`config.mk`:
```
export PLATFORM = sky130hd
export DESIGN_NAME = exp_result_sink
export DESIGN_NICKNAME = d
export VERILOG_FILES = /design/src/rtl/exp_result_sink.sv
export SDC_FILE = /design/constraint.sdc
export NUM_CORES = 1
export LEC_CHECK = 0
export CORE_ASPECT_RATIO = 1.4
export CORE_UTILIZATION = 40
export DETAILED_ROUTE_END_ITERATION = 12
export PLACE_DENSITY = 0.67
export SYNTH_ARGS = -nofsm -noshare
export SYNTH_HDL_FRONTEND = slang
export SYNTH_SLANG_ARGS = --single-unit
```
`constraint.sdc`:
```
create_clock -name CLK -period 6.05 [get_ports CLK]
set_input_delay 0.605 -clock CLK [delete_from_list [all_inputs] [get_ports CLK]]
set_output_delay 0.605 -clock CLK [all_outputs]
set_load 0.01 [all_outputs]
```
`src/rtl/exp_result_sink.sv`:
```
// exp_result_sink
// Output-side endpoint of the exponential pipeline. Each result strobed by the
// stage controller is captured into a small FIFO and presented downstream on a
// valid/ack handshake. An issue credit keeps the input side from launching a
// conversion whose result would have nowhere to go.
//
// Ports:
//   CLK          clock, rising edge
//   rst          synchronous active-high reset (control state only)
//   issue        pulse: input side launched a conversion
//   result_valid pulse: result_data is valid
//   result_data  pipeline result
//   issue_ok     credit available (buffered + in-flight < DEPTH)
//   out_valid    FIFO non-empty
//   out_data     head entry, 0 when empty
//   out_ack      downstream consumes the head this cycle
//   d_count      FIFO occupancy
//   d_err        sticky errors: [0] overflow, [1] spurious result / issue without credit
module exp_result_sink #(
  parameter int DATA_W = 32,
  parameter int DEPTH  = 4,
  parameter int AW     = $clog2(DEPTH)
) (
  input  logic              CLK,
  input  logic              rst,
  input  logic              issue,
  input  logic              result_valid,
  input  logic [DATA_W-1:0] result_data,
  output logic              issue_ok,
  output logic              out_valid,
  output logic [DATA_W-1:0] out_data,
  input  logic              out_ack,
  output logic [AW:0]       d_count,
  output logic [1:0]        d_err
);

  localparam logic [AW:0]   DEPTH_C = (AW+1)'(DEPTH);
  // One extra bit so count + inflight (each up to DEPTH) cannot wrap.
  localparam logic [AW+1:0] DEPTH_X = (AW+2)'(DEPTH);

  logic [DATA_W-1:0] mem [DEPTH];

  logic [AW:0]   count_q, count_d;
  logic [AW:0]   inflight_q, inflight_d;
  logic [AW-1:0] wr_ptr_q, wr_ptr_d;
  logic [AW-1:0] rd_ptr_q, rd_ptr_d;
  logic [1:0]    err_q, err_d;

  logic          rd_en;
  logic          wr_en;
  logic          issue_acc;
  logic          inflight_dec;
  logic [AW+1:0] occupancy;

  always_comb begin
    rd_en        = out_ack && (count_q != '0);
    // A full FIFO still accepts a write when the head leaves in the same cycle.
    wr_en        = result_valid && ((count_q < DEPTH_C) || rd_en);
    occupancy    = {1'b0, count_q} + {1'b0, inflight_q};
    issue_ok     = occupancy < DEPTH_X;
    issue_acc    = issue && issue_ok;
    // A spurious result (nothing in flight) must not underflow the counter.
    inflight_dec = result_valid && (inflight_q != '0);

    count_d    = count_q + (AW+1)'(wr_en) - (AW+1)'(rd_en);
    inflight_d = inflight_q + (AW+1)'(issue_acc) - (AW+1)'(inflight_dec);
    wr_ptr_d   = wr_en ? wr_ptr_q + AW'(1) : wr_ptr_q;
    rd_ptr_d   = rd_en ? rd_ptr_q + AW'(1) : rd_ptr_q;

    err_d      = err_q;
    err_d[0]   = err_q[0] | (result_valid && !wr_en);
    err_d[1]   = err_q[1] | (issue && !issue_ok) | (result_valid && (inflight_q == '0));
  end

  always_ff @(posedge CLK) begin
    if (rst) begin
      count_q    <= '0;
      inflight_q <= '0;
      wr_ptr_q   <= '0;
      rd_ptr_q   <= '0;
      err_q      <= '0;
    end else begin
      count_q    <= count_d;
      inflight_q <= inflight_d;
      wr_ptr_q   <= wr_ptr_d;
      rd_ptr_q   <= rd_ptr_d;
      err_q      <= err_d;
    end
  end

  // Storage is data-only and never reset; the reset pointers make stale entries unreachable.
  always_ff @(posedge CLK) begin
    if (!rst && wr_en) begin
      mem[wr_ptr_q] <= result_data;
    end
  end

  assign out_valid = count_q != '0;
  assign out_data  = out_valid ? mem[rd_ptr_q] : '0;
  assign d_count   = count_q;
  assign d_err     = err_q;

endmodule

```
== Word-level counts from Yosys, hierarchy flattened ==
Memories as Yosys holds them, arrays and structs flattened. A register that Yosys moved wholly into a read port is not among the register bits.
Index checks and enable logic that the tools add are counted.

* Bits of input ports: 37
* Logic and storage cells: 38
* Output and inout port bits: 39
* Flip-flop bits (word level): 12
* Bits in writable memories: 128
* Memories kept: 1

{| class="wikitable"
|+ Memories
! name !! words !! bits a word !! read ports !! clocked after Yosys merged registers in !! write ports !! line !! source
|-
| mem || 4 || 32 || 1 || 1 || 1 || 41 || <nowiki>logic [DATA_W-1:0] mem [DEPTH];</nowiki>
|}

* Reduce and logical (&&, ||, !) cells: 15
* Muxes and demuxes: 5
* Order comparisons: 2
* Add/subtract/negate cells: 7
* Bitwise operators: 3

{| class="wikitable"
|+ Operator list
! operator !! count
|-
| $mux 32 || 1
|-
| $logic_and 1x1->1 || 8
|-
| $add 3x1->3 || 2
|-
| $reduce_bool 3->1 || 2
|-
| $sub 3x1->3 || 2
|-
| $add 2x1->2 const B || 2
|-
| $add 3x3->4 || 1
|-
| $lt 4x3->1 const B || 1
|-
| $mux 2 || 2
|-
| $logic_not 1->1 || 3
|-
| $logic_not 3->1 || 1
|-
| $lt 3x3->1 const B || 1
|-
| $or 1x1->1 || 3
|-
| $mux 1 || 2
|-
| $logic_or 1x1->1 || 1
|}

== Longest topological paths before layout ==
* Depth after elaboration: 7
* Gate-level depth with buffers: 12
* Gate-level depth less buffers: 12

== Worst setup path after synthesis ==
Ideal clock, no wire load.

* Kind: reg-to-reg
* From: register count_q[1] (netlist: d_count[1])
* To: register inflight_q[2]
* Data required time: 5.922 ns
* Cell stages (with the launch flop): 13
* Slack: 3.299 ns
* Clock period less this slack: 2.751 ns
* Library setup time: 0.128 ns
* Buffers on the path: 0
* Data arrival time: 2.624 ns
* Cells stage by stage: dfxtp_1 > ha_1 > and3_1 > nor4_1 > nand2_1 > ha_1 > inv_1 > ha_1 > inv_1 > fa_1 > xor2_1 > xnor2_1 > nor2_1

* Longest elaborated chain between the ends: 5

{| class="wikitable"
|+ Ends and longest elaborated chain
! what !! line !! source
|-
| start, declared || 43 || <nowiki>logic [AW:0] count_q, count_d;</nowiki>
|-
| start signal, assigned || 83 || <nowiki>count_q <= count_d;</nowiki>
|-
| $add 3x3->4 || 59 || <nowiki>occupancy = {1'b0, count_q} + {1'b0, inflight_q};</nowiki>
|-
| $lt 4x3->1 || 60 || <nowiki>issue_ok = occupancy < DEPTH_X;</nowiki>
|-
| via issue_ok || 29 || <nowiki>output logic issue_ok,</nowiki>
|-
| $logic_and 1x1->1 || 61 || <nowiki>issue_acc = issue && issue_ok;</nowiki>
|-
| $add 3x1->3 || 66 || <nowiki>inflight_d = inflight_q + (AW+1)'(issue_acc) - (AW+1)'(inflight_dec);</nowiki>
|-
| $sub 3x1->3 || 66 ||
|-
| end signal, assigned || 84 || <nowiki>inflight_q <= inflight_d;</nowiki>
|-
| end, declared || 44 || <nowiki>logic [AW:0] inflight_q, inflight_d;</nowiki>
|}

The timed path passes the listed nets, and every way through them passes these cells.
A chain may end at the register's enable or synchronous reset.

==> metrics.yaml <==
final_antenna_net_count: 0
ir_drop_mv: 0.434
cp.arrival_ns: 2.60
end_kind: "primary output"
firstDrtPassIters: 4
cts_resized: 0
fmaxAchievable_ghz: 0.312
routed-via-count: 2738
drive_gt1_share_pct: 19.7
synth.avg_cell_area_um2: 19.9
min_path_type: "reg2reg"
grt_max_degree: 36
busiest_layer: "met2"
r2r_setup_slack_ns: 3.36
wirelength_um: 9520
hold_buffers: 0
die_h_um: 142
die_x_um: 102
cts-root-buf: "clkbuf_16"
dp_hpwl_um: 5510
reg2reg_to: "inflight_q[2]"
fin_hold_ws_ns: 0.478
gp_congestion: 0.677
setup_violations: 0
vias_per_cell: 4.87
pin_count: 76
finClkSkew_ns: 0.0123
cts_setup_buffers: 0
cts_sinks: 142
route.detailed.drc: 0
slew_headroom_pct: 40.5
track_usage_pct: 14.3
antenna_found_initial: 0
hold_viol_final: 0
synth-seq-cells: 142
rr_startpoint: "d_count[1]"
die-area_um2: 14500
synth_cells: 282
rsz0062_at_grt: "no"
wl_per_cell_um: 16.9
power_density_nw_per_um2: 433
worstSetupPathType: "reg2out"
use_met3_pct: 3.88
grt.overflow.total: 0
cts_made_buffers: 17
area_growth_pct: 26.7
max_cap_viol_count: 0
initial_core_util_pct: 41.5
rows: 50
post-route-min-period_ns: 3.20
syn_nets: 331
syn-cell-area_um2: 5610
yosysTopAreaCell: "edfxtp_1"
cts_max_level: 4
clock_path_buffers: 2
power_leakage_nw: 2.34
n_antenna_cell: 0
status: "finished clean"
grt_pass1_wl_um: 14800
finalMaxSlewViolations: 0
fin_nets: 416
synth_top_area_share_pct: 68.5
clk_pin_slew_ns: 0.07
tightest_slew_ns: 0.893
cp_slowest_cell: "mux4_2"
grt_pass1_vias: 2959
grtUsageMet2_pct: 25.6
cp_max_fo: 29
crit_end: "out_data[7]"
setup_tns_ns: 0
coreArea_um2: 13500
cp_cell_sequence: "buf_4 > mux4_2 > nor2b_1 > clkdlybuf4s50_1"
drt-initial-drc-count: 97
start_kind: "flop"
worstRegToRegCells: 12
ys_seq_area_share_pct: 73.5
ys_top_cells_by_area: "edfxtp_1 68%, mux4_2 13%, dfxtp_1 5.0%"
yosysWarnings: 0
crit_required_ns: 5.44
port_buffers: 75
tritoncts: "done"
synthDistinctLibCells: 28
critPathMaxStageDelay_ns: 0.58
period_share_pct: 53.0
clk_latency_ns: 0.41
grtUsageMet1_pct: 15.7
-- critical path: cells and delay by family, from the launching register on --
kind	cells	cell delay, ns
buffers and inverters	2	1.04
DFF	1	0.39
muxes	1	0.58
and+or+nand+nor	1	0.16
-- cells in the mapped netlist --
cell type  instances
a21oi_1            6
and2_1             4
and3_1             1
buf_12             3
buf_2              5
buf_6              1
clkbuf_1           2
dfxtp_1           14
edfxtp_1         128
fa_1               2
ha_1              10
inv_1             10
mux4_2            32
nand2_1            3
nand2b_1           1
nand3_1            2
nor2_1             7
nor2b_1           34
nor2b_4            2
nor3_1             2
nor3_2             1
nor4_1             1
o21ai_0            3
o31ai_1            1
o41ai_1            1
or3_1              1
xnor2_1            3
xor2_1             2
-- how the worst min path moves through the flow --
stage / startpoint / end / slack (ns) / cells after the start
after floorplan: rd_ptr_q[1] / flop / 0.46 / 2
after global placement: rd_ptr_q[1] / flop / 0.46 / 2
after detailed placement: d_err[0] / d_err[0] / 0.47 / 2
after CTS: d_err[0] / d_err[0] / 0.49 / 2
after global routing: rd_ptr_q[1] / flop / 0.52 / 2
final: d_err[0] / d_err[0] / 0.48 / 2
-- per-stage QoR --
step / setup WS (ns) / utilization, % / cells / power [mW] / cell area, um^2
6_report: 2.85 / 52.6 / 562 / 3.08 / 7110
3_3_place_gp: 3.17 / 48.2 / 530 / 2.10 / 6520
2_1_floorplan: 3.30 / - / 282 / 1.73 / 5610
4_1_cts: 2.77 / 52.6 / 562 / 3.13 / 7110
5_1_grt: 2.70 / 52.6 / 562 / 3.24 / 7110
3_5_place_dp: 3.11 / 48.2 / 530 / 2.11 / 6520
-- kinds of logic after synthesis --
logic type	after synthesis	share of synthesized area (%)
AOI/OAI and AO/OA	11	1.09
and+or+nand+nor	59	6.37
muxes	32	12.8
xor gates and xnor gates	5	0.780
adders and majority gates	12	2.94
DFF	142	73.5
buffers and inverters	21	2.52
-- flip-flops by register name (all words and copies together) (netlist names), named ones only --
| register | cells |
|---|---|
| d_count | 3 |
| d_err | 2 |
| inflight_q | 3 |
| mem | 128 |
| rd_ptr_q | 2 |
| wr_ptr_q | 2 |
-- cell usage in the layout, fill, tap and decap left out, types with 2 or more instances in the layout --
| cell | n |
|---|---|
| inv_1 | 10 |
| nor2b_1 | 34 |
| nor2b_4 | 2 |
| o21ai_0 | 3 |
| clkbuf_16 | 17 |
| xor2_1 | 2 |
| edfxtp_1 | 128 |
| inv_6 | 6 |
| nor3_1 | 2 |
| clkinv_8 | 2 |
| fa_1 | 2 |
| mux4_2 | 32 |
| and2_2 | 4 |
| xnor2_1 | 3 |
| ha_1 | 10 |
| buf_4 | 2 |
| dfxtp_1 | 12 |
| nor2_1 | 7 |
| nand3_1 | 2 |
| nand2_1 | 3 |
| clkinv_4 | 2 |
| clkdlybuf4s50_1 | 75 |
| dfxtp_2 | 2 |
| inv_8 | 2 |
| clkinvlp_4 | 2 |
| a21oi_1 | 6 |
-- cell type report --
| cell class | instances | area [um^2] |
|---|---|---|
| Fill cell | 1134 | 6400 |
| Sequential cell | 142 | 4130 |
| Multi-Input combinational cell | 119 | 1360 |
| Timing Repair Buffer | 77 | 766 |
| Clock buffer | 17 | 425 |
| Tap cell | 182 | 228 |
| Clock inverter | 15 | 170 |
| Inverter | 10 | 37.5 |
-- report_power, final --
group / internal (mW) / switching (mW)
clock: 0.586 / 0.423
combinational: 0.499 / 0.382
sequential: 1.13 / 0.0585
total: 2.22 / 0.863
-- layer usage --
metal  wire, um  vias up  share of wire, %
met5          0        -                 0
met4        167        0               1.8
met3        378       12               4.0
met2       5170       65                54
met1       3800     1380                40
li1           -     1281                 -
No activity file was read; power rests on OpenSTA's default activity.
==> edit (same settings) <==
Set the parameter `DATA_W` to 36 (it was 32).
--- a/src/rtl/exp_result_sink.sv
+++ b/src/rtl/exp_result_sink.sv
@@ -18,5 +18,5 @@
 //   d_err        sticky errors: [0] overflow, [1] spurious result / issue without credit
 module exp_result_sink #(
-  parameter int DATA_W = 32,
+  parameter int DATA_W = 36,
   parameter int DEPTH  = 4,
   parameter int AW     = $clog2(DEPTH)
Ports: changed (resized out_data and result_data); port bits go from 76 to 84. The function was not compared with the original's and may differ.
==> edit against the unedited design <==
Fmax is 5.8% lower. Power is 9.1% higher. Sequential share of layout area is 0.97 points higher. Clock skew is 2.4 ps lower. Sequential cell count is 16 higher. Area after synthesis is 11% higher. Wire length is 14% higher. Worst hold slack better by 2.7 ps. Clock power is 5% higher. Setup slack worse by 200 ps. Design area is 9.8% higher. Largest cell class unchanged. Largest power group unchanged.
==> edit: results <==
export IMPL_status="completed"
export IMPL_cpPeakStageDelay_ps=620
export IMPL_internal_power_w=0.00246
export IMPL_grt_pass1_wl_mm=17.2
export IMPL_fin_skew_ps=9.88
export IMPL_grt_usage=0.149
export IMPL_n_clock_buffer=18
export IMPL_synth_edff_count=144
export IMPL_worst_pin_slew_ps=1020
export IMPL_synth_area_leaders="edfxtp_1 69%, mux4_2 13%, dfxtp_1 4.5%"
export IMPL_hpwl_mm=6.38
export IMPL_drt_initial_drc_count=123
export IMPL_wl_per_cell_um=18.0
export IMPL_synthMuxAreaShare=0.130
export IMPL_seqCellArea_um2=4610
export IMPL_synth_cell_types=30
export IMPL_synth_xor_area_frac=0.00704
export IMPL_worst_path_max_delay_cell="dfxtp_2"
export IMPL_nonClkBufAreaFrac=0.109
export IMPL_grt_pass1_vias=3249
export IMPL_crit_end="out_data[35]"
export IMPL_synth_cells_most_frequent="144 x edfxtp_1, 37 x nor2b_1, 36 x mux4_2"
export IMPL_fill_cells=1216
export IMPL_grt_max_degree=37
export IMPL_p_leak_nw=2.54
export IMPL_largest_register_ffs=144
export IMPL_nMultiInputCombCells=127
export IMPL_gp_congestion=0.769
export IMPL_met1_length_mm=4.54
export IMPL_ir_worst_vdd_v=0.000264
export IMPL_wl_met3_um=480
export IMPL_pg_clk_w=0.00106
export IMPL_buffers=86
export IMPL_wl_met2_mm=5.76
export IMPL_drive_gt1_frac=0.186
export IMPL_synth_seq_cells=158
export IMPL_synth_compound_area_frac=0.00985
export IMPL_avgViaCountPerCell=4.98
export IMPL_syn_nets=361
export IMPL_nets=453
-- edit: cell types whose count changed in the layout (fill, tap and decap cells not counted), moves of 2 or more --
| cell | unedited run | this run |
|---|---|---|
| edfxtp_1 | 128 | 144 |
| clkdlybuf4s50_1 | 75 | 83 |
| inv_6 | 6 | 2 |
| mux4_2 | 32 | 36 |
| clkinv_1 | 0 | 3 |
| nor2b_1 | 34 | 37 |
| bufinv_16 | 1 | 3 |
| clkinv_8 | 2 | 0 |
| inv_8 | 2 | 0 |
-- edit: through the flow --
stage	power [W]	hold slack (ps)	setup slack, ps	cells	area [µm²]
detailed placement	0.00234	468	2990	573	7210
floorplan	0.00192	465	3320	308	6220
CTS	0.00341	486	2540	605	7810
finish	0.00336	481	2650	605	7810
global route	0.00354	508	2400	605	7810
global placement	0.00233	462	3000	573	7210
-- edit: per-layer routing --
metal | global-route usage | up-vias
met4 | 0.0452 | 0
met1 | 0.173 | 1553
met5 | 0 | -
li1 | - | 1389
met2 | 0.258 | 64
met3 | 0.0497 | 5
